## config.mk

```make
export PLATFORM = sky130hd
export DESIGN_NAME = load_bin
export DESIGN_NICKNAME = d
export VERILOG_FILES = /design/src/rtl/load_bin.sv
export SDC_FILE = /design/constraint.sdc
export NUM_CORES = 1
export LEC_CHECK = 0
export CAP_MARGIN = 20
export CORE_AREA = 2 2 99 101
export CTS_BUF_LIST = sky130_fd_sc_hd__clkbuf_8
export DETAILED_ROUTE_END_ITERATION = 7
export DIE_AREA = 0 0 101 103
export GPL_TIMING_DRIVEN = 0
export PLACE_DENSITY = 0.86
export SLEW_MARGIN = 5
export SYNTH_ARGS = -nofsm -noshare
export SYNTH_HDL_FRONTEND = slang
export SYNTH_SLANG_ARGS = --single-unit
```

## constraint.sdc

```tcl
create_clock -name clk -period 6.9 [get_ports clk]
set_input_delay 1.38 -clock clk [delete_from_list [all_inputs] [get_ports clk]]
set_output_delay 1.38 -clock clk [all_outputs]
set_load 0.01 [all_outputs]
```

## src/rtl/load_bin.sv

```systemverilog
// load_bin: copies one bin of clauses, variable states and level states from
// four read RAMs (1-cycle latency) into the SAT engine's slot registers.
// The load runs as a fixed sequence LOAD_C -> LOAD_V -> LOAD_L -> DONE, and
// each write strobe is one-hot.
// Optional feature: define LOAD_BIN_ZERO_EMPTY_VAR_EN to force var_state_o to 0
// for slots whose global variable id is 0 (an empty slot).
module load_bin #(
    parameter int NUM_CLAUSES_A_BIN = 8,
    parameter int NUM_VARS_A_BIN    = 8,
    parameter int NUM_LVLS_A_BIN    = 8,
    parameter int WIDTH_CLAUSES     = NUM_VARS_A_BIN * 2,
    parameter int WIDTH_VARS        = 12,
    parameter int WIDTH_LVL         = 16,
    parameter int WIDTH_BIN_ID      = 10,
    parameter int WIDTH_STATES      = 30,
    parameter int ADDR_WIDTH        = 9
) (
    input  logic                         clk,
    input  logic                         rst,
    input  logic                         start_load,
    input  logic [WIDTH_BIN_ID-1:0]      request_bin_num_i,
    input  logic [WIDTH_LVL-1:0]         base_lvl_i,
    output logic                         busy_o,
    output logic                         done_load,
    output logic [ADDR_WIDTH-1:0]        ram_addr_c_o,
    input  logic [WIDTH_CLAUSES-1:0]     ram_data_c_i,
    output logic [ADDR_WIDTH-1:0]        ram_addr_v_o,
    input  logic [WIDTH_VARS-1:0]        ram_data_v_i,
    output logic [ADDR_WIDTH-1:0]        ram_addr_v_state_o,
    input  logic [WIDTH_STATES-1:0]      ram_data_v_state_i,
    output logic [ADDR_WIDTH-1:0]        ram_addr_l_state_o,
    input  logic [WIDTH_STATES-1:0]      ram_data_l_state_i,
    output logic [NUM_CLAUSES_A_BIN-1:0] wr_carray_o,
    output logic [WIDTH_CLAUSES-1:0]     clause_o,
    output logic [NUM_VARS_A_BIN-1:0]    wr_var_states_o,
    output logic [WIDTH_STATES-1:0]      var_state_o,
    output logic [NUM_LVLS_A_BIN-1:0]    wr_lvl_states_o,
    output logic [WIDTH_STATES-1:0]      lvl_state_o
);

`ifdef LOAD_BIN_ZERO_EMPTY_VAR_EN
    localparam bit ZERO_EMPTY = 1'b1;
`else
    localparam bit ZERO_EMPTY = 1'b0;
`endif

    // Slot counter width; wide enough for any realistic bin size.
    localparam int CNT_W = 8;

    typedef enum logic [2:0] {IDLE, LOAD_C, LOAD_V, LOAD_L, DONE} state_e;

    state_e            state_q, state_d;
    logic [CNT_W-1:0]  cnt_q, cnt_d;
    logic [WIDTH_BIN_ID-1:0] bin_q, bin_d;
    logic [WIDTH_LVL-1:0]    base_q, base_d;
    // Pipeline tags that follow the RAM read latency: each stage carries a valid bit and the slot index.
    logic              c_vld_q, c_vld_d;
    logic [CNT_W-1:0]  c_idx_q, c_idx_d;
    logic              v1_vld_q, v1_vld_d;
    logic [CNT_W-1:0]  v1_idx_q, v1_idx_d;
    logic              v2_vld_q, v2_vld_d;
    logic [CNT_W-1:0]  v2_idx_q, v2_idx_d;
    logic              v2_zero_q, v2_zero_d;
    logic              l_vld_q, l_vld_d;
    logic [CNT_W-1:0]  l_idx_q, l_idx_d;
    logic              done_q, done_d;

    // Next-state, slot counter, request capture and pipeline tag advance.
    always_comb begin
        // NOTE: every signal gets a default first, so no path through the case can infer a latch.
        state_d   = state_q;
        cnt_d     = cnt_q;
        bin_d     = bin_q;
        base_d    = base_q;
        c_vld_d   = 1'b0;
        c_idx_d   = cnt_q;
        v1_vld_d  = 1'b0;
        v1_idx_d  = cnt_q;
        v2_vld_d  = v1_vld_q;
        v2_idx_d  = v1_idx_q;
        v2_zero_d = v1_vld_q & ~|ram_data_v_i;
        l_vld_d   = 1'b0;
        l_idx_d   = cnt_q;
        done_d    = 1'b0;
        unique case (state_q)
            IDLE: begin
                if (start_load) begin
                    state_d = LOAD_C;
                    cnt_d   = '0;
                    bin_d   = request_bin_num_i;
                    base_d  = base_lvl_i;
                end
            end
            LOAD_C: begin
                c_vld_d = 1'b1;
                if (cnt_q == CNT_W'(NUM_CLAUSES_A_BIN - 1)) begin
                    cnt_d   = '0;
                    state_d = LOAD_V;
                end else begin
                    cnt_d = cnt_q + 1'b1;
                end
            end
            LOAD_V: begin
                v1_vld_d = 1'b1;
                if (cnt_q == CNT_W'(NUM_VARS_A_BIN - 1)) begin
                    cnt_d   = '0;
                    state_d = LOAD_L;
                end else begin
                    cnt_d = cnt_q + 1'b1;
                end
            end
            LOAD_L: begin
                l_vld_d = 1'b1;
                if (cnt_q == CNT_W'(NUM_LVLS_A_BIN - 1)) begin
                    cnt_d   = '0;
                    state_d = DONE;
                end else begin
                    cnt_d = cnt_q + 1'b1;
                end
            end
            DONE: begin
                state_d = IDLE;
                done_d  = 1'b1;
            end
            default: state_d = IDLE;
        endcase
    end

    // State register; reset aborts any load in progress and clears every captured value.
    always_ff @(posedge clk or negedge rst) begin
        if (!rst) begin
            state_q   <= IDLE;
            cnt_q     <= '0;
            bin_q     <= '0;
            base_q    <= '0;
            c_vld_q   <= 1'b0;
            c_idx_q   <= '0;
            v1_vld_q  <= 1'b0;
            v1_idx_q  <= '0;
            v2_vld_q  <= 1'b0;
            v2_idx_q  <= '0;
            v2_zero_q <= 1'b0;
            l_vld_q   <= 1'b0;
            l_idx_q   <= '0;
            done_q    <= 1'b0;
        end else begin
            // NOTE: non-blocking assignments let every flop sample the pre-edge values of the others.
            state_q   <= state_d;
            cnt_q     <= cnt_d;
            bin_q     <= bin_d;
            base_q    <= base_d;
            c_vld_q   <= c_vld_d;
            c_idx_q   <= c_idx_d;
            v1_vld_q  <= v1_vld_d;
            v1_idx_q  <= v1_idx_d;
            v2_vld_q  <= v2_vld_d;
            v2_idx_q  <= v2_idx_d;
            v2_zero_q <= v2_zero_d;
            l_vld_q   <= l_vld_d;
            l_idx_q   <= l_idx_d;
            done_q    <= done_d;
        end
    end

    // Outputs: addresses come from state and counter, strobes and data from the pipeline tags; all are zero when inactive.
    always_comb begin
        busy_o             = (state_q != IDLE);
        done_load          = done_q;
        ram_addr_c_o       = '0;
        ram_addr_v_o       = '0;
        ram_addr_v_state_o = '0;
        ram_addr_l_state_o = '0;
        wr_carray_o        = '0;
        clause_o           = '0;
        wr_var_states_o    = '0;
        var_state_o        = '0;
        wr_lvl_states_o    = '0;
        lvl_state_o        = '0;
        if (state_q == LOAD_C)
            ram_addr_c_o = ADDR_WIDTH'(int'(bin_q) * NUM_CLAUSES_A_BIN + int'(cnt_q));
        if (state_q == LOAD_V)
            ram_addr_v_o = ADDR_WIDTH'(int'(bin_q) * NUM_VARS_A_BIN + int'(cnt_q));
        if (state_q == LOAD_L)
            ram_addr_l_state_o = ADDR_WIDTH'(base_q + WIDTH_LVL'(cnt_q));
        if (c_vld_q) begin
            wr_carray_o = NUM_CLAUSES_A_BIN'(1) << c_idx_q;
            clause_o    = ram_data_c_i;
        end
        if (v1_vld_q)
            ram_addr_v_state_o = ram_data_v_i[ADDR_WIDTH-1:0];
        if (v2_vld_q) begin
            wr_var_states_o = NUM_VARS_A_BIN'(1) << v2_idx_q;
            var_state_o     = (ZERO_EMPTY && v2_zero_q) ? '0 : ram_data_v_state_i;
        end
        if (l_vld_q) begin
            wr_lvl_states_o = NUM_LVLS_A_BIN'(1) << l_idx_q;
            lvl_state_o     = ram_data_l_state_i;
        end
    end

endmodule
```

==> results.toml, run 1 <==
[status]
outcome = "finished clean"

[synthesis]
synthFlopType = "dfrtp_1"
async_reset_ff_frac = 1.00
synth.avg_cell_area_um2 = 9.07
synth_edf_count = 0
synth_area_leader_cell = "dfrtp_1"
synthCells = 364
yosysUniqueCellTypes = 49
synthesis.area_um2 = 3300
yosys.area.top_type_share = 0.356
yosysSeqAreaShare = 0.356
ys_top_cells_by_area = "dfrtp_1 (36%), and2_1 (18%), ha_1 (5.3%), nor2_1 (4.9%), mux2_4 (4.5%)"
synth_common_cells = "and2_1 (94), dfrtp_1 (47), nor2_1 (43)"
syn-num-nets = 497
ys_ff_latch = 47
ys.warnings.count = 0
synth.most_common_cell = "and2_1"

[placement]
io_buffers = 240
gp_congestion = 0.966
place.detailed.hpwl_mm = 9.49
place_area_um2 = 5870

[cts]
clk_latency_ns = 0.30
post-cts-setup-buffers = 0
clock_tree.root_cell = "clkbuf_8"
htreeDepth = 2
cts-hold-fix-buffers = 0
cts_tree = "built"
clockBufferDepth = 2
clk_pin_slew_ns = 0.09
cts.repair.resized = 0
clock_sinks = 47
cts_made_buffers = 5

[detailed_routing]
drc_errors = 0
final_antenna_net_count = 0
dr.pass1.iters = 4
viasPerCell = 4.91
vias = 3572
drt-initial-drc-count = 108
drt_wl_total_mm = 11.6
wire_per_inst_um = 16.0

[timing]
fin_crit_sh = 0.640
slew_viol_final = 0
fmax_mhz = 227
max-slew-margin-rel = 0.628
rsz0062_at_grt = "no"
worst_pin_slew_ns = 0.558
tns_ns = 0
setup_viol = 0
fin_skew_ns = 0.0119
hold_viol_final = 0
finalCriticalPeriod_ns = 4.41

[cells_and_area]
area.growth.synth_to_final_pct = 81.3
final_nets = 745
final_cell_area_um2 = 5980
drive_above_1_share = 0.0669
diodes = 0

[worst_setup_path]
end_kind = "output pin"
endpoint = "ram_addr_l_state_o[8]"
r2r_cells = 6
r2r_setup_slack_ns = 4.93
arrival_ns = 3.03
rr_startpoint = "c_idx_d[1]"
path_class = "reg -> out"
cp.required_ns = 5.52
cp-start-kind = "flip-flop"
crit_fanout = 9
cp-startpoint = "c_idx_d[0]"
r2r-end = "c_idx_d[4]"

[pwr]
leakage_uw = 0.00249
vdd_drop_max_v = 0.000161
powerDensity_nw_per_um2 = 102

[floorplan]
die_area_um2 = 10400
core_area_um2 = 9460
die_h_um = 103
num_rows = 36
floorplan.initialDensity = 0.349
die_w_um = 101
io_pins = 255

[grt]
grt_pass1_vias = 3340
antenna_found_initial = 0
grt.total_usage = 0.207
grt_overflow = 0
grt_max_degree = 27
grt_pass1_wl_mm = 17.0

[min_path]
hold_path.class = "reg -> reg"

[flow_run]
cap_violations = 0
==> cell type report <==
| cell class | instances | area, µm² |
|---|---|---|
| multi-input combinational | 294 | 2000 |
| buffer | 15 | 95.1 |
| fill | 762 | 3470 |
| sequential | 47 | 1180 |
| clock inverter | 3 | 47.5 |
| inverter | 8 | 30.0 |
| tap | 114 | 143 |
| clock buffer | 5 | 68.8 |
| timing repair buffer | 241 | 2420 |
==> where the power goes <==
| group | leakage [µW] | internal, µW | switching [µW] | total [µW] |
|---|---|---|---|---|
| Sequential | 0.000575 | 280 | 3.71 | 283 |
| Combinational | 0.00186 | 81.2 | 35.5 | 117 |
| Clock | 0.0000587 | 110 | 102 | 211 |
==> critical path, cell delays in order (launching register included) <==
cell             delay [ns]
dfrtp_1                0.50
ha_1                   0.29
fa_1                   0.43
a211oi_1               0.35
o21ai_0                0.20
and3_1                 0.21
nor3_1                 0.17
clkdlybuf4s50_1        0.57
==> flip-flops by register name, indices dropped and copies added (netlist names) <==
| name | flops |
|---|---|
| base_q | 9 |
| c_idx_d | 8 |
| l_idx_q | 8 |
| v2_idx_q | 8 |
| bin_q | 6 |
| state_q | 3 |
| c_vld_q | 1 |
| done_load | 1 |
| l_vld_q | 1 |
| v1_vld_q | 1 |
| v2_vld_q | 1 |
==> routing by layer <==
layer | wire [µm] | track usage
met3 | 762 | 0.0407
met5 | 0 | 0
met4 | 208 | 0.0561
met1 | 4530 | 0.240
met2 | 6100 | 0.391
==> kinds of logic after synthesis <==
kind of cell / count (synthesis) / synth area share
flops: 47 / 0.356
xor+xnor: 7 / 0.0186
fa+ha+maj: 16 / 0.0652
mux: 18 / 0.0716
simple gates: 212 / 0.367
buf+inv: 23 / 0.0379
compound gates: 41 / 0.0834
==> placed cells by master, fill, tap and decap left out, drive strengths merged, types with 3 or more instances in the layout <==
cell | synthesis | final
clkbuf | 8 | 13
nand2b | 9 | 9
xnor2 | 4 | 4
nor3b | 6 | 6
and3 | 7 | 7
nand2 | 17 | 17
ha | 14 | 14
a21oi | 6 | 6
dfrtp | 47 | 47
a211oi | 5 | 5
nand3 | 7 | 7
nor4 | 5 | 5
a21o | 4 | 4
mux2 | 15 | 15
a22o | 4 | 4
xor2 | 3 | 3
and2 | 94 | 94
o21ai | 14 | 14
mux2i | 3 | 3
nor2b | 3 | 3
nor3 | 10 | 10
nand3b | 3 | 3
inv | 8 | 9
buf | 7 | 9
nor2 | 44 | 44
clkdlybuf4s50 | 0 | 239
==> through the flow <==
step                      total power [µW]  std cells  worst slack, ns  utilization  hold slack (ns)
after global placement                 401        718             2.84        0.618            0.349
after CTS                              614        727             2.52        0.633            0.377
after floorplan                        321        364             3.53            -            0.346
final                                  612        727             2.49        0.633            0.375
after detailed placement               405        719             2.89        0.620            0.355
after global routing                   636        727             2.29        0.633            0.396
==> worst min-delay path by stage <==
stage               startpoint          end  slack (ns)  cells after the start
finish              l_idx_q[7]  v2_idx_q[7]        0.37                      0
global route        l_idx_q[4]  v2_idx_q[4]        0.40                      0
CTS                 l_idx_q[7]  v2_idx_q[7]        0.38                      0
detailed placement  l_idx_q[7]  v2_idx_q[7]        0.36                      0
global placement    l_idx_q[3]  v2_idx_q[3]        0.35                      0
floorplan           l_idx_q[3]  v2_idx_q[3]        0.35                      0
No activity file was read; power rests on OpenSTA's default activity.
==> run 2: changes to the inputs <==
--- a/config.mk
+++ b/config.mk
@@ -6,12 +6,13 @@
 export NUM_CORES = 1
 export LEC_CHECK = 0
 export CAP_MARGIN = 20
-export CORE_AREA = 2 2 99 101
+export CORE_ASPECT_RATIO = 1.4
+export CORE_MARGIN = 2
+export CORE_UTILIZATION = 35
 export CTS_BUF_LIST = sky130_fd_sc_hd__clkbuf_8
 export DETAILED_ROUTE_END_ITERATION = 7
-export DIE_AREA = 0 0 101 103
 export GPL_TIMING_DRIVEN = 0
-export PLACE_DENSITY = 0.86
+export PLACE_DENSITY = 0.85
 export SLEW_MARGIN = 5
 export SYNTH_ARGS = -nofsm -noshare
 export SYNTH_HDL_FRONTEND = slang
==> constraint.sdc (replaced) <==
create_clock -name clk -period 4.39 [get_ports clk]
set_input_delay 0.878 -clock clk [delete_from_list [all_inputs] [get_ports clk]]
set_output_delay 0.878 -clock clk [all_outputs]
set_load 0.01 [all_outputs]
==> results.toml, run 2 (synthesis results as in run 1) <==
[status]
outcome = "finished clean"

[pwr]
switchingPower_uw = 216
power_frac_seq = 0.459
powerDensity_nw_per_um2 = 162
leakage_uw = 0.00249
pwr-share-clk = 0.353
p_comb_frac = 0.188
internal-power_uw = 754
swShare = 0.223
vdd_drop_max_v = 0.000248

[timing]
tns_ns = 0
slew_viol_final = 0
hold-worst-slack_ns = 0.376
worst_pin_slew_ns = 0.575
fmax_mhz = 252
setup_viol = 0
fin_crit_sh = 0.903
fin_skew_ns = 0.0116
finalCriticalPeriod_ns = 3.96
hold_viol_final = 0
rsz0062_at_grt = "no"
setup_ws_ns = 0.427
max-slew-margin-rel = 0.613

[grt]
grt_pass1_vias = 3627
grt.total_usage = 0.230
grt_overflow = 0
grt_max_degree = 37
grt_pass1_wl_mm = 18.7
antenna_found_initial = 0

[worst_setup_path]
rr_startpoint = "c_idx_d[1]"
r2r_cells = 6
slowest_stage = "clkdlybuf4s50_1"
cp-start-kind = "flip-flop"
r2r_setup_slack_ns = 2.48
crit_fanout = 9
path_depth = 7
cp.required_ns = 3.51
arrival_ns = 3.08
path_delay_family = "adder cells"
cp_num_buf_inv = 1
slowest_delay_ns = 0.58
cp-startpoint = "c_idx_d[0]"
end_kind = "output pin"
path_cells = "ha_1 > fa_1 > a211oi_1 > o21ai_0 > and3_1 > nor3_1 > clkdlybuf4s50_1"
path_class = "reg -> out"

[min_path]
hold_path.class = "reg -> reg"
hold_depth = 0
hold_start = "l_idx_q[3]"

[cells_and_area]
drive_above_1_share = 0.0669
multi_input_area_um2 = 2000
mostFrequentLayoutCells = "clkdlybuf4s50_1 (239), and2_1 (94), dfrtp_1 (47), nor2_1 (43), nand2_1 (17)"
diodes = 0
final_cell_area_um2 = 5970
register_area_um2 = 1180
fin_cells = 720
final_nets = 745
area.growth.synth_to_final_pct = 81.0
regMostFlops = "base_q"
final_common_cell = "clkdlybuf4s50_1"
largest_reg_flops = 9
nFillCells = 718

[cts]
post-cts-setup-buffers = 0
clock_sinks = 47
cts.repair.resized = 0
clk_latency_ns = 0.31
cts_made_buffers = 5
clk_pin_slew_ns = 0.09
clock_tree.root_cell = "clkbuf_8"
cts_tree = "built"
htreeDepth = 2
clockBufferDepth = 2
cts-hold-fix-buffers = 0

[floorplan]
io_pins = 255
die_w_um = 86.1
floorplan.initialDensity = 0.364
core_area_um2 = 9080
die_h_um = 119
die_area_um2 = 10200
num_rows = 41

[detailed_routing]
wire_per_inst_um = 16.9
dr.pass1.iters = 6
drt-initial-drc-count = 105
viasPerCell = 4.97
drc_errors = 0
final_antenna_net_count = 0
vias = 3578
drt_wl_total_mm = 12.1

[placement]
gp_congestion = 0.855
dp_slack_ns = 0.840
place.detailed.hpwl_mm = 9.88
placed_cells_incl_taps = 712
io_buffers = 240
place_area_um2 = 5850

[flow_run]
cap_violations = 0
run 2: changes by cell type in the layout (fill, tap and decap cells not counted):
cell / delta
buf_12: +1
clkbuf_8: +1
buf_16: -1
clkinv_4: -1
run 2: per-layer routing:
metal | GRT usage | up-vias | wire length, µm
met5 | 0 | - | 0
met4 | 0.0556 | 0 | 276
met3 | 0.109 | 28 | 1460
met2 | 0.398 | 172 | 5950
met1 | 0.249 | 1656 | 4440
li1 | - | 1722 | -
run 2: final cells by class:
class                           instances  share of cell area
Clock inverter                          2             0.00649
Tap cell                              107              0.0224
Inverter                                8             0.00503
Clock buffer                            6              0.0138
Timing Repair Buffer                  241               0.405
Sequential cell                        47               0.197
Multi-Input combinational cell        294               0.335
Buffer                                 15              0.0159
run 2: path summary, 6_finish.rpt:
path / endpoint
min in group asynchronous: base_q[8]
max in group asynchronous: v2_idx_q[6]
worst min register to register: v2_idx_q[3]
worst max register to register: c_idx_d[4]
worst min-delay path: v2_idx_q[3]
worst max-delay path: ram_addr_l_state_o[8]
run 2: power by group through the flow:
stage	logic, µW	clock network (µW)	registers [µW]
floorplan	52.3	0	452
global placement	177	0	453
detailed placement	183	0	454
CTS	184	343	445
global route	197	362	446
finish	183	342	445
run 2: stage by stage:
| stage | util | total power [µW] |
|---|---|---|
| detailed placement | 0.644 | 637 |
| CTS | 0.658 | 972 |
| floorplan | - | 504 |
| global placement | 0.643 | 630 |
| global route | 0.658 | 1010 |
| finish | 0.658 | 970 |
==> run 3: changes to the inputs <==
--- a/config.mk
+++ b/config.mk
@@ -17,3 +17,4 @@
 export SYNTH_ARGS = -nofsm -noshare
 export SYNTH_HDL_FRONTEND = slang
 export SYNTH_SLANG_ARGS = --single-unit
+export TNS_END_PERCENT = 30
==> results of run 3 <==
Same layout as run 2: the final DEF is identical, and so are final timing and power.
